`src/rtl/prio_stream_mux_pkg.sv`:
```
// Shared types for the fixed-priority stream mux: lock FSM states and index-width helper.
package prio_stream_mux_pkg;

  typedef enum logic {
    IDLE   = 1'b0,
    LOCKED = 1'b1
  } lock_state_e;

  // A source index needs at least one bit, even for a 2:1 mux.
  function automatic int idx_width(input int n);
    return (n > 2) ? $clog2(n) : 1;
  endfunction

endpackage

```
`src/rtl/prio_stream_mux_out_reg.sv`:
```
// One-entry valid/ready register for payload plus source index; accepts a new beat while draining.
module prio_stream_mux_out_reg #(
  parameter int DATA_WIDTH = 32,
  parameter int IDX_WIDTH  = 2
) (
  input  logic                  clk_i,
  input  logic                  rst_ni,
  input  logic                  flush_i,
  input  logic                  in_valid_i,
  output logic                  in_ready_o,
  input  logic [DATA_WIDTH-1:0] in_data_i,
  input  logic [IDX_WIDTH-1:0]  in_idx_i,
  output logic                  out_valid_o,
  input  logic                  out_ready_i,
  output logic [DATA_WIDTH-1:0] out_data_o,
  output logic [IDX_WIDTH-1:0]  out_idx_o
);

  logic full_q;

  assign in_ready_o  = ~full_q | out_ready_i;
  assign out_valid_o = full_q;

  always_ff @(posedge clk_i or negedge rst_ni) begin
    if (!rst_ni) begin
      full_q     <= 1'b0;
      out_data_o <= '0;
      out_idx_o  <= '0;
    end else if (flush_i) begin
      full_q <= 1'b0;
    end else if (in_valid_i && in_ready_o) begin
      full_q     <= 1'b1;
      out_data_o <= in_data_i;
      out_idx_o  <= in_idx_i;
    end else if (out_ready_i) begin
      full_q <= 1'b0;
    end
  end

endmodule

```
`src/rtl/prio_stream_mux.sv`:
```
// Fixed-priority N:1 valid/ready stream mux with grant lock-in under backpressure.
// Define PRIO_STREAM_MUX_OUT_REG_EN to insert a one-entry output register (lock FSM then idles).
module prio_stream_mux
  import prio_stream_mux_pkg::*;
#(
  parameter  int NUM_IN     = 4,
  parameter  int DATA_WIDTH = 32,
  localparam int IDX_WIDTH  = idx_width(NUM_IN)
) (
  input  logic                             clk_i,
  input  logic                             rst_ni,
  input  logic                             flush_i,
  input  logic [NUM_IN-1:0]                inp_valid_i,
  output logic [NUM_IN-1:0]                inp_ready_o,
  input  logic [NUM_IN-1:0][DATA_WIDTH-1:0] inp_data_i,
  output logic                             oup_valid_o,
  input  logic                             oup_ready_i,
  output logic [DATA_WIDTH-1:0]            oup_data_o,
  output logic [IDX_WIDTH-1:0]             oup_idx_o,
  output logic                             lock_o
);

  lock_state_e           state_q;
  logic [IDX_WIDTH-1:0]  lock_idx_q;
  logic [NUM_IN-1:0]     prio_oh;
  logic [NUM_IN-1:0]     grant_oh;
  logic [IDX_WIDTH-1:0]  prio_idx;
  logic [IDX_WIDTH-1:0]  grant_idx;
  logic                  grant_valid;
  logic [DATA_WIDTH-1:0] grant_data;
  logic                  path_ready;

  // Lowest set valid bit wins; while locked the stored index overrides priority.
  always_comb begin
    prio_oh  = inp_valid_i & (~inp_valid_i + NUM_IN'(1));
    prio_idx = '0;
    for (int i = 0; i < NUM_IN; i++) begin
      if (prio_oh[i]) prio_idx = prio_idx | IDX_WIDTH'(i);
    end
    if (state_q == LOCKED) begin
      grant_idx = lock_idx_q;
      grant_oh  = NUM_IN'(1) << lock_idx_q;
    end else begin
      grant_idx = prio_idx;
      grant_oh  = prio_oh;
    end
    grant_valid = |(grant_oh & inp_valid_i);
    grant_data  = inp_data_i[grant_idx];
  end

  assign inp_ready_o = grant_oh & {NUM_IN{path_ready & ~flush_i & rst_ni}};

`ifdef PRIO_STREAM_MUX_OUT_REG_EN
  logic reg_valid;
  logic reg_in_ready;

  assign state_q    = IDLE;
  assign lock_idx_q = '0;
  assign path_ready = reg_in_ready;
  assign lock_o     = 1'b0;
  // Flush hides the held beat so the consumer never sees a handshake that gets discarded.
  assign oup_valid_o = reg_valid & ~flush_i;

  prio_stream_mux_out_reg #(
    .DATA_WIDTH(DATA_WIDTH),
    .IDX_WIDTH (IDX_WIDTH)
  ) u_out_reg (
    .clk_i      (clk_i),
    .rst_ni     (rst_ni),
    .flush_i    (flush_i),
    .in_valid_i (grant_valid & ~flush_i),
    .in_ready_o (reg_in_ready),
    .in_data_i  (grant_data),
    .in_idx_i   (grant_idx),
    .out_valid_o(reg_valid),
    .out_ready_i(oup_ready_i),
    .out_data_o (oup_data_o),
    .out_idx_o  (oup_idx_o)
  );
`else
  assign path_ready  = oup_ready_i;
  assign oup_valid_o = grant_valid & ~flush_i & rst_ni;
  assign oup_data_o  = grant_data;
  assign oup_idx_o   = grant_idx;
  assign lock_o      = (state_q == LOCKED);

  // An offered but unaccepted beat freezes the grant; a retracted valid also releases it.
  always_ff @(posedge clk_i or negedge rst_ni) begin
    if (!rst_ni) begin
      state_q    <= IDLE;
      lock_idx_q <= '0;
    end else if (flush_i) begin
      state_q <= IDLE;
    end else begin
      case (state_q)
        IDLE: begin
          if (grant_valid && !oup_ready_i) begin
            state_q    <= LOCKED;
            lock_idx_q <= grant_idx;
          end
        end
        LOCKED: begin
          if (!grant_valid || oup_ready_i) state_q <= IDLE;
        end
        default: state_q <= IDLE;
      endcase
    end
  end
`endif

endmodule
```
`config.mk`:
```
export PLATFORM = sky130hd
export DESIGN_NAME = prio_stream_mux
export DESIGN_NICKNAME = d
export VERILOG_FILES = /design/src/rtl/prio_stream_mux_pkg.sv /design/src/rtl/prio_stream_mux_out_reg.sv /design/src/rtl/prio_stream_mux.sv
export SDC_FILE = /design/constraint.sdc
export NUM_CORES = 1
export LEC_CHECK = 0
export BUFFER_PORTS_ARGS = -buffer_cell sky130_fd_sc_hd__buf_2
export CAP_MARGIN = 20
export CORE_ASPECT_RATIO = 0.7
export CORE_MARGIN = 2
export CORE_UTILIZATION = 39
export DETAILED_ROUTE_END_ITERATION = 7
export GPL_ROUTABILITY_DRIVEN = 0
export PLACE_DENSITY_LB_ADDON = 0.05
export SLEW_MARGIN = 20
export SYNTH_ARGS = -nofsm -noshare
export SYNTH_HDL_FRONTEND = slang
export SYNTH_HIERARCHICAL = 1
export SYNTH_SLANG_ARGS = --single-unit
```
`constraint.sdc`:
```
create_clock -name clk_i -period 3 [get_ports clk_i]
set_clock_uncertainty 0.05 [all_clocks]
set_input_delay 0.15 -clock clk_i [delete_from_list [all_inputs] [get_ports clk_i]]
set_output_delay 0.15 -clock clk_i [all_outputs]
set_load 0.01 [all_outputs]
```
==> impl_metrics.sql <==
INSERT INTO impl_metrics (metric_group, metric, value, unit) VALUES
('status', 'status', 'finished clean', ''),
('detailed_routing', 'total_detailed_routing_wirelength', '4793', 'um'),
('sta', 'final-hold-violation-count', '0', ''),
('die', 'fp.dieArea', '0.004964', 'mm2'),
('sta', 'finalWorstSetupSlack', '647.0', 'ps'),
('logic_synthesis', 'synth_top_cells_by_count', 'sky130_fd_sc_hd__nand2b_1, sky130_fd_sc_hd__mux2i_1, sky130_fd_sc_hd__a21oi_2, sky130_fd_sc_hd__a22oi_2', ''),
('critical_path', 'worstPathCellList', 'nand2b_1 -> o311ai_4 -> buf_4 -> mux2i_1 -> a22oi_2 -> buf_2', ''),
('layout', 'diodes', '0', ''),
('detailed_routing', 'wl_per_cell', '11.66', 'um'),
('placement', 'dp_hpwl', '3930', 'um'),
('sta', 'clock.fmax', '425.0', 'MHz'),
('logic_synthesis', 'synth.top_cell.area_share', '0.2111', ''),
('sta', 'min_period_over_period', '0.7843', ''),
('critical_path', 'regToRegStartpoint', 'lock_o$_DFF_PN0_', ''),
('sta', 'fin_hold_ws', '67.08', 'ps'),
('sta', 'final_max_slew_viol_count', '0', ''),
('critical_path', 'crit-reg2reg-capture', 'lock_idx_q[0]$_DFFE_PN0P_', ''),
('worst_hold_path', 'hold_path_depth', '2', ''),
('critical_path', 'cpPeakStageDelay', '680', 'ps'),
('cts', 'numCtsBuffers', '3', ''),
('sta', 'slew_headroom', '0.6269', ''),
('cts', 'cts_max_level', '1', ''),
('logic_synthesis', 'yosys_most_used_dff', 'sky130_fd_sc_hd__dfrtp_1', ''),
('worst_hold_path', 'worst_hold_path.endpoint', 'lock_o$_DFF_PN0_', ''),
('logic_synthesis', 'post_synth_num_cell_types', '33', ''),
('layout', 'finish.utilization', '0.6026', ''),
('layout', 'finalNetCount', '493', ''),
('power_and_ir_drop', 'power.ir.vdd_worst', '446.2', 'uV'),
('die', 'rows', '20', ''),
('logic_synthesis', 'syn_nets', '328', ''),
('die', 'die-height', '59.55', 'um'),
('critical_path', 'timing.critical_path.from_type', 'flip-flop', ''),
('critical_path', 'timing.critical_path.slowest_stage_cell', 'sky130_fd_sc_hd__dfrtp_1', ''),
('critical_path', 'regToRegSetupSlack', '1470', 'ps'),
('die', 'design.portCount', '176', ''),
('logic_synthesis', 'yosys_warnings', '6', ''),
('worst_hold_path', 'min-delay-path-class', 'in -> reg', ''),
('layout', 'design_area', '0.002579', 'mm2'),
('detailed_routing', 'dr.pass1.iters', '4', ''),
('logic_synthesis', 'synth.most_common_cell', 'sky130_fd_sc_hd__nand2b_1', ''),
('logic_synthesis', 'synth_sequential_area_ratio', '0.04367', ''),
('die', 'die_x', '83.36', 'um'),
('detailed_routing', 'dr.first_iter.drc_count', '46', ''),
('global_route', 'grt_start_max_net_pins', '70', ''),
('die', 'floorplan.initialDensity', '0.4018', ''),
('logic_synthesis', 'syn_area_cell', '8.954', 'um2'),
('cts', 'clkSlewWorstSetupHoldPaths', '30', 'ps'),
('layout', 'n_fill_cell', '402', ''),
('critical_path', 'worst-setup-path-type', 'reg -> out', ''),
('placement', 'placement.setup.worst_slack', '852.6', 'ps'),
('logic_synthesis', 'postSynthCellCount', '192', ''),
('global_route', 'grt_util_all_layers', '0.1694', ''),
('global_route', 'antenna_found_initial', '0', ''),
('placement', 'count_of_buffers_from_port_buffering', '175', ''),
('critical_path', 'worstSetupEndpointType', 'output port', ''),
('layout', 'fraction_of_layout_instances_using_a_drive_strength_above_1', '0.6910', ''),
('placement', 'placement.cell_area', '0.002524', 'mm2'),
('sta', 'setup_viol', '0', ''),
('layout', 'multiInputGateArea', '0.001446', 'mm2'),
('sta', 'finalWorstPathRequiredPeriod', '2353', 'ps'),
('cts', 'post_cts_buffers', '0', ''),
('global_route', 'grt_pass1_vias', '1749', ''),
('worst_hold_path', 'holdCritStartpoint', 'oup_ready_i', ''),
('logic_synthesis', 'synth.area.top_cells', 'sky130_fd_sc_hd__a22oi_2, sky130_fd_sc_hd__mux2i_1, sky130_fd_sc_hd__a21oi_2', ''),
('critical_path', 'r2r.worst_path.cells', '4', ''),
('cts', 'clock_tree.buffer_depth', '2', ''),
('power_and_ir_drop', 'power_density', '297.4', 'mW/mm2'),
('global_route', 'global_route_wire_length_before_repair', '7148', 'um'),
('logic_synthesis', 'synth-seq-cells', '3', ''),
('detailed_routing', 'drt_drc', '0', ''),
('detailed_routing', 'overall_via_count_from_detail_route', '1997', '');
## state kept, by name (all words and copies together) (netlist names)
name,count
lock_idx_q,2
lock_o,1
## cells in the final DEF, fill, tap and decap left out, types with 2 or more instances in the layout
cell and count:
sky130_fd_sc_hd__nor2_1 7, sky130_fd_sc_hd__buf_2 175, sky130_fd_sc_hd__o21ai_0 2, sky130_fd_sc_hd__mux2i_1 32, sky130_fd_sc_hd__dfrtp_1 3, sky130_fd_sc_hd__a22oi_2 29, sky130_fd_sc_hd__a22oi_1 3, sky130_fd_sc_hd__inv_1 3
sky130_fd_sc_hd__nand2b_1 35, sky130_fd_sc_hd__a21oi_1 7, sky130_fd_sc_hd__a21oi_2 29, sky130_fd_sc_hd__nand2_1 4, sky130_fd_sc_hd__buf_4 3, sky130_fd_sc_hd__nor4b_2 2, sky130_fd_sc_hd__clkbuf_8 3
## how the worst max path moves through the flow
stage	from	endpoint	slack, ps	cells past startpoint
2_1_floorplan	lock_o$_DFF_PN0_	oup_data_o[10]	1310	5
3_3_place_gp	lock_o$_DFF_PN0_	oup_data_o[5]	880	6
3_5_place_dp	lock_o$_DFF_PN0_	oup_data_o[5]	850	6
4_1_cts	lock_o$_DFF_PN0_	oup_data_o[5]	620	6
5_1_grt	lock_o$_DFF_PN0_	oup_data_o[5]	500	6
6_report	lock_o$_DFF_PN0_	oup_data_o[5]	650	6
## final cells by class
class,instances,share of cell area
inverter,4,0.005822
clock buffer,4,0.01747
multi-input combinational,165,0.5609
tap,55,0.02669
timing repair buffer,180,0.3600
sequential,3,0.02911
## cells by family after synthesis
family,synth area share
compound gates,0.4636
flops,0.04367
buf+inv,0.1215
simple gates,0.1849
mux,0.1863
## critical path, delay by kind of cell (launching register included)
kind | cells | cell delay (ps)
DFF | 1 | 680
buffers and inverters | 2 | 550
muxes | 1 | 290
AOI/OAI and AO/OA | 2 | 220
and+or+nand+nor | 1 | 190
## what timing repair did
| action | 4_1_cts | 5_1_grt |
|---|---|---|
| resized for setup | 0 | 0 |
| hold endpoints to repair | 3 | 0 |
| hold buffers | 1 | 0 |
## where the power goes
group	switching, mW	total, mW	internal, mW
clock network	0.0268	0.117	0.0906
registers	0.0133	0.0599	0.0466
logic	0.296	0.590	0.294
## metal layers
| metal | share of wire | wire, um | vias up | track usage |
|---|---|---|---|---|
| li1 | - | - | 1043 | - |
| met1 | 0.40 | 1918 | 849 | 0.1973 |
| met2 | 0.49 | 2355 | 101 | 0.3214 |
| met3 | 0.10 | 491 | 4 | 0.04596 |
| met4 | 0.0056 | 27 | 0 | 0.02810 |
| met5 | 0 | 0 | - | 0 |
Note: power is estimated with default switching activity, not from simulation.
